`config.mk`:
```
export PLATFORM = sky130hd
export DESIGN_NAME = multi_seq
export DESIGN_NICKNAME = d
export VERILOG_FILES = /design/src/rtl/multi_seq.sv
export SDC_FILE = /design/constraint.sdc
export NUM_CORES = 1
export LEC_CHECK = 0
export BUFFER_PORTS_ARGS = -buffer_cell sky130_fd_sc_hd__buf_2
export CAP_MARGIN = 20
export CORE_MARGIN = 2
export CORE_UTILIZATION = 60
export DETAILED_ROUTE_END_ITERATION = 10
export PLACE_DENSITY = 0.81
export REMOVE_ABC_BUFFERS = 1
export SLEW_MARGIN = 20
export SYNTH_ARGS = -nofsm -noshare
export SYNTH_HDL_FRONTEND = slang
export SYNTH_SLANG_ARGS = --single-unit
export TNS_END_PERCENT = 1
```
`constraint.sdc`:
```
create_clock -name clk -period 5.6 [get_ports clk]
set_input_delay 1.68 -clock clk [delete_from_list [all_inputs] [get_ports clk]]
set_output_delay 1.68 -clock clk [all_outputs]
set_load 0.1 [all_outputs]
```
`src/rtl/multi_seq.sv`:
```
// multi_seq: sequential shift-add multiplier, unsigned or two's-complement.
// Operands are reduced to magnitudes on the accept edge. One partial product
// is added per RUN cycle. The sign is applied once, on the completion edge.
//
// Handshake: start is sampled on a rising edge only while busy=0 (IDLE or DONE).
// That edge latches in1/in2/signed_mode. busy stays high for WIDTH cycles.
// done then pulses for one cycle, and it is the first cycle in which out
// holds the new product. out keeps that value until the next completion.
module multi_seq #(
  parameter int WIDTH = 5
) (
  input  logic               clk,
  input  logic               rst_n,
  input  logic               start,
  input  logic               signed_mode,
  input  logic [WIDTH-1:0]   in1,
  input  logic [WIDTH-1:0]   in2,
  output logic               busy,
  output logic               done,
  output logic [2*WIDTH-1:0] out,
  output logic [1:0]         state_dbg
);

  localparam int CW = $clog2(WIDTH + 1);
  localparam int PW = 2 * WIDTH;

  localparam logic [1:0] S_IDLE = 2'd0;
  localparam logic [1:0] S_RUN  = 2'd1;
  localparam logic [1:0] S_DONE = 2'd2;

  logic [1:0]       state;
  logic [WIDTH-1:0] mag_a;
  logic [WIDTH-1:0] mag_b;
  logic             neg;
  logic [PW-1:0]    acc;
  logic [CW-1:0]    cnt;

  logic             accept;
  logic             sign_a;
  logic             sign_b;
  logic [WIDTH-1:0] abs_in1;
  logic [WIDTH-1:0] abs_in2;
  logic [PW-1:0]    add_term;
  logic [PW-1:0]    acc_next;
  logic             last_iter;

  // Accept decode, operand magnitudes and the next accumulator value.
  always_comb begin
    accept    = start && ((state == S_IDLE) || (state == S_DONE));
    sign_a    = signed_mode & in1[WIDTH-1];
    sign_b    = signed_mode & in2[WIDTH-1];
    // Negating -2^(WIDTH-1) yields 2^(WIDTH-1), which is the correct unsigned magnitude.
    abs_in1   = sign_a ? (~in1 + WIDTH'(1)) : in1;
    abs_in2   = sign_b ? (~in2 + WIDTH'(1)) : in2;
    add_term  = mag_b[0] ? ({{WIDTH{1'b0}}, mag_a} << cnt) : '0;
    acc_next  = acc + add_term;
    last_iter = (cnt == CW'(WIDTH - 1));
  end

  // FSM, datapath registers and the registered product.
  always_ff @(posedge clk or negedge rst_n) begin
    if (!rst_n) begin
      state <= S_IDLE;
      mag_a <= '0;
      mag_b <= '0;
      neg   <= 1'b0;
      acc   <= '0;
      cnt   <= '0;
      out   <= '0;
    end else begin
      case (state)
        S_IDLE, S_DONE: begin
          if (accept) begin
            mag_a <= abs_in1;
            mag_b <= abs_in2;
            neg   <= sign_a ^ sign_b;
            acc   <= '0;
            cnt   <= '0;
            state <= S_RUN;
          end else begin
            state <= S_IDLE;
          end
        end
        S_RUN: begin
          acc   <= acc_next;
          mag_b <= mag_b >> 1;
          cnt   <= cnt + CW'(1);
          if (last_iter) begin
            // The final iteration's partial product is already in acc_next.
            out   <= neg ? (~acc_next + PW'(1)) : acc_next;
            state <= S_DONE;
          end
        end
        default: state <= S_IDLE;
      endcase
    end
  end

  // Status outputs decode directly from the state.
  always_comb begin
    busy      = (state == S_RUN);
    done      = (state == S_DONE);
    state_dbg = state;
  end

endmodule

```
==> metrics.md, run 1 <==
| Metric | Value |
|---|---|
| Reg clk slew, reported paths | `0.08 ns` |
| Die height | `67.29 um` |
| Synth-to-Final Area Change | `9.474%` |
| Reg area | `900.9 sq um` |
| Largest net degree at the start of global routing | `37` |
| Crit-path cells | `nand2b_1, inv_1, buf_2` |
| DRT iter0 DRCs | `114` |
| Utilization after layout | `67.23%` |
| RSZ-0062 raised after global routing | `no` |
| Min-delay worst type | `flop to flop` |
| Ys async rst share | `100.0%` |
| First-pass GRT wire length | `8390 um` |
| Depth of the worst register-to-register path | `12` |
| Skew final | `0.01170 ns` |
| Fin area | `2631 sq um` |
| Fin. Hold Viols | `0` |
| Fill cell count | `344` |
| Post-synthesis sequential area ratio | `37.48%` |
| Critical path class | `flop to output pin` |
| Syn avg cell area | `9.104 sq um` |
| Crit path depth | `3` |
| Input/output buffers | `27` |
| Final nets | `318` |
| Yosys top cell area share | `37.48%` |
| Register-to-register path setup slack | `2.19 ns` |
| CTS tree | `built` |
| Buffers and inverters on the worst path | `2` |
| Post-route DRC | `0` |
| #FFs+latches synth | `36` |
| Htree depth | `2` |
| Core area | `3914 sq um` |
| Commonest cells after routing, fill and taps aside | `46 x nand2_1, 36 x dfrtp_1, 27 x buf_2` |
| Yosys top cell by area | `dfrtp_1` |
| Post-CTS Setup Bufs | `0` |
| Max clock buf depth | `2` |
| DR vias | `1965` |
| Placed cell areas | `2544 sq um` |
| Layout cell share with drive strength beyond 1 | `16.90%` |
| CP delay by family, top | `buffers and inverters` |
| Total CTS buffers | `5` |
| Die width | `67.29 um` |
| TritonRoute pass-1 iters | `5` |
| Maximum fanout along the worst path | `14` |
| Worst-Skew Late Latency | `0.29 ns` |
| Period Utilization, post-route | `63.74%` |
| Initial antenna violation count | `0` |
| Worst hold start | `out[5]$_DFFE_PN0P_` |
| Clock sink count | `36` |
| Fin crit period | `3.570 ns` |
| Vias in the first global route | `1838` |
| Cell variety after synth | `55` |
| Crit start category | `flop` |
| Final setup fails | `0` |
| Root Buffer | `clkbuf_8` |
| Syn Std Cell Area | `2404 sq um` |
| Slew @ Worst Pin | `0.7700 ns` |
| DPL Wire Length | `3718 um` |
| Commonest non-fill, non-tap cell in the layout | `nand2_1` |
| Post-DR vias/cell | `5.779` |
| Post-CTS Hold Buffers | `0` |
| Post-synth EDFFs | `0` |
| Max-cap violation count | `0` |
| CTS-repair resized insts | `0` |
| Syn. warnings | `0` |
| Gpl congestion | `1.003` |
| Starting Density | `61.41%` |
| R2r endpoint | `out[9]$_DFFE_PN0P_` |
| Multi-input gate area | `1388 sq um` |
| WL/cell | `14.30 um` |
| Reg-to-Reg Start | `cnt[0]$_DFFE_PN0P_` |
| Synth Flop Type | `dfrtp_1` |
| ANT nets after route | `0` |
| Setup_tns | `0 ns` |
| Status | `finished, final reports clean` |
| Critical path arrival | `1.89 ns` |
| Worst rel slew slack | `48.66%` |
| # IOs | `28` |
| # rows | `23` |
| Mapped Cells | `264` |
| Critical Path Sink | `busy` |
| Total wire length | `4862 um` |
| Crit path launch | `state_dbg[1]$_DFFE_PN0P_` |
| Crit path capture type | `output pin` |
| ANT cells | `0` |
| GRT Overall Usage | `24.96%` |
| Crit-path max cell delay | `0.52 ns` |
| FMAX | `280.1 MHz` |
| Pins Over Slew Limit | `0` |
| Area contributors post-synth | `dfrtp_1 37%, ha_1 7.3%, nand2_1 7.2%, o21ai_0 4.4%, xnor2_1 4.4%` |
| WHS | `0.4803 ns` |
| Slowest-stage cell, CP | `buf_2` |
| DIE AREA | `4528 sq um` |
| Global route overflow | `0` |
| WP data required | `3.92 ns` |
## metrics by stage
stage / instances / worst slack, ns
finish: 340 / 2.030
floorplan: 255 / 1.564
CTS: 340 / 2.040
global route: 340 / 1.938
detailed placement: 332 / 2.237
global placement: 332 / 2.322
## state kept, by name, summed over array words and instances, names as in the netlist
name	cells
mag_b	5
out	10
cnt	3
mag_a	5
state_dbg	2
acc	10
neg	1
## cells by family (layout without fill, tap and decap cells)
| logic type | after synthesis | in the layout | synth area share [%] |
|---|---|---|---|
| muxes | 9 | 9 | 3.904 |
| xor gates and xnor gates | 22 | 22 | 8.329 |
| buffers and inverters | 25 | 51 | 4.893 |
| DFF | 36 | 36 | 37.48 |
| adders and majority gates | 15 | 15 | 8.121 |
| AOI/OAI and AO/OA | 69 | 69 | 19.78 |
| and+or+nand+nor | 88 | 88 | 17.49 |
## cell type report
class	count	area share (%)
Tap cell	50	2.378
Clock buffer	7	2.901
Clock inverter	1	0.3329
Sequential cell	36	34.24
Inverter	16	2.282
Multi-Input combinational cell	203	52.73
Timing Repair Buffer	27	5.136
## cell usage after synthesis (6+ instances only)
master	count
nand2_1	46
dfrtp_1	36
mux2i_1	6
xor2_1	9
o21ai_1	14
inv_1	15
o21ai_0	21
nor2_1	10
nor2b_1	7
ha_1	14
xnor2_1	12
nand3_1	8
## worst register-to-register path, stage by stage (launching register included)
cell and delay (ns):
dfrtp_1 0.57, mux2_2 0.40, o21ai_0 0.24, o21ai_0 0.10, and2_1 0.17, ha_1 0.37, a21oi_2 0.27, o221a_2 0.24
nand3_2 0.13, nand4b_2 0.25, o31ai_2 0.26, xor2_1 0.19, o21ai_1 0.07
## worst min path at each step
| stage | end | slack [ns] | cells after the start |
|---|---|---|---|
| final | out[5]$_DFFE_PN0P_ | 0.48 | 2 |
| after global routing | out[6]$_DFFE_PN0P_ | 0.52 | 2 |
| after CTS | out[6]$_DFFE_PN0P_ | 0.49 | 2 |
| after detailed placement | out[6]$_DFFE_PN0P_ | 0.47 | 2 |
| after global placement | out[2]$_DFFE_PN0P_ | 0.46 | 2 |
| after floorplan | acc[0]$_DFFE_PN0P_ | 0.46 | 2 |
## routing by layer
layer | vias up | wire length [um] | track usage (%)
met5 | - | 0 | 0
met4 | 0 | 68 | 7.908
met3 | 8 | 207 | 5.000
met2 | 56 | 2427 | 45.30
met1 | 924 | 2159 | 29.44
li1 | 977 | - | -
Power of run 1 is left out: the tool's default activity adds up to more than one toggle a clock period on the data nets, which glitch-free logic cannot reach.
==> inputs of run 2 (changes only) <==
CORE_UTILIZATION = 58   (was 60)
PLACE_DENSITY = 0.78   (was 0.81)
clock period = 3.5 ns   (was 5.6 ns; I/O delays follow)
==> metrics.md, run 2 (synthesis results as in run 1) <==
| Metric | Value |
|---|---|
| Layout cell share with drive strength beyond 1 | `19.19%` |
| Global route overflow | `0` |
| Skew final | `0.004946 ns` |
| Top flop regs | `acc (10), out (10)` |
| Clock sink count | `36` |
| Fill cell count | `346` |
| Htree depth | `2` |
| Vias in the first global route | `1893` |
| Slowest-stage cell, CP | `dfrtp_1` |
| Max clock buf depth | `2` |
| CTS tree | `built` |
| Post-CTS Setup Bufs | `0` |
| Final setup fails | `0` |
| Fin. Hold Viols | `0` |
| Post-CTS Hold Buffers | `0` |
| Commonest cells after routing, fill and taps aside | `46 x nand2_1, 36 x dfrtp_1, 27 x buf_2` |
| Status | `finished, final reports clean` |
| Worst rel slew slack | `47.50%` |
| Crit path capture type | `flop` |
| Slew @ Worst Pin | `0.7875 ns` |
| WP data required | `3.64 ns` |
| Commonest non-fill, non-tap cell in the layout | `nand2_1` |
| TritonRoute pass-1 iters | `4` |
| ANT cells | `0` |
| Crit start category | `flop` |
| Die height | `68.38 um` |
| Root Buffer | `clkbuf_8` |
| Total wire length | `4939 um` |
| Crit-path max cell delay | `0.42 ns` |
| Most frequent CP cell | `o21ai_0` |
| Reg area | `900.9 sq um` |
| Post-route DRC | `0` |
| Crit-path cells | `mux2_2, o21ai_0, o21ai_0, and2_1, ha_1, a21oi_2, o21ai_2, xnor2_1, nand3_1, o31ai_1, xor2_1, o21ai_1` |
| # rows | `23` |
| CTS-repair resized insts | `0` |
| DRT iter0 DRCs | `81` |
| Min-delay worst type | `flop to flop` |
| First-pass GRT wire length | `8728 um` |
| Reg clk slew, reported paths | `0.07 ns` |
| Period Utilization, post-route | `87.74%` |
| Multi-input gate area | `1385 sq um` |
| FMAX | `325.6 MHz` |
| Maximum fanout along the worst path | `5` |
| Largest net degree at the start of global routing | `37` |
| Setup_tns | `0 ns` |
| Core area | `4000 sq um` |
| Depth of the worst register-to-register path | `12` |
| Worst-Skew Late Latency | `0.29 ns` |
| Input/output buffers | `27` |
| DIE AREA | `4675 sq um` |
| Critical path class | `flop to flop` |
| Initial antenna violation count | `0` |
| # IOs | `28` |
| Post-DR vias/cell | `5.576` |
| GRT Overall Usage | `25.19%` |
| WHS Path Cells | `2` |
| ANT nets after route | `0` |
| Die width | `68.38 um` |
| RSZ-0062 raised after global routing | `no` |
| WL/cell | `14.23 um` |
| Gpl congestion | `1.038` |
| Total CTS buffers | `5` |
| DPL Wire Length | `3783 um` |
| DR vias | `1935` |
| Synth-to-Final Area Change | `11.66%` |
| Final nets | `325` |
| Pins Over Slew Limit | `0` |
| Fin crit period | `3.071 ns` |
| Starting Density | `60.09%` |
| Max-cap violation count | `0` |
| Critical path arrival | `3.21 ns` |
## run 2: final cells by class
cell class	instances	area share, %
Clock inverter	3	0.6993
Timing Repair Buffer	34	6.993
Tap cell	50	2.331
Inverter	16	2.238
Clock buffer	5	2.564
Multi-Input combinational cell	203	51.61
Sequential cell	36	33.57
## run 2: per-layer routing
metal  GRT usage, %  up-vias  routed length [um]
li1               -      990                   -
met1          32.12      902                2257
met2          43.45       37                2449
met3          4.934        6                 163
met4          6.750        0                  70
met5              0        -                   0
## run 2: worst paths after layout
kind | start | to | slack (ns)
max reg2reg | mag_a[3]$_DFFE_PN0P_ | out[7]$_DFFE_PN0P_ | 0.43
min in group asynchronous | rst_n | out[6]$_DFFE_PN0P_ | 0.84
min | out[5]$_DFFE_PN0P_ | out[5]$_DFFE_PN0P_ | 0.48
min reg2reg | out[5]$_DFFE_PN0P_ | out[5]$_DFFE_PN0P_ | 0.48
max in group asynchronous | rst_n | cnt[1]$_DFFE_PN0P_ | 2.17
max | mag_a[3]$_DFFE_PN0P_ | out[7]$_DFFE_PN0P_ | 0.43
## run 2: through the flow
stage | worst slack, ns | hold slack, ns | util (%) | cell area, sq um | instances
finish | 0.4291 | 0.4783 | 67.09 | 2684 | 347
global route | 0.1408 | 0.5129 | 67.09 | 2684 | 347
CTS | 0.4233 | 0.4821 | 67.09 | 2684 | 347
detailed placement | 0.4396 | 0.4656 | 64.90 | 2596 | 339
global placement | 0.4051 | 0.4559 | 64.90 | 2596 | 339
floorplan | 0.09426 | 0.4563 | - | 2346 | 255
## run 2: worst max-delay path, delay by kind of cell (launching register included)
family,cells,cell delay (ns)
compound gates,6,1.04
xor+xnor,2,0.50
flops,1,0.42
fa+ha+maj,1,0.37
simple gates,2,0.30
mux,1,0.29
Power of run 2 is left out for the same reason.
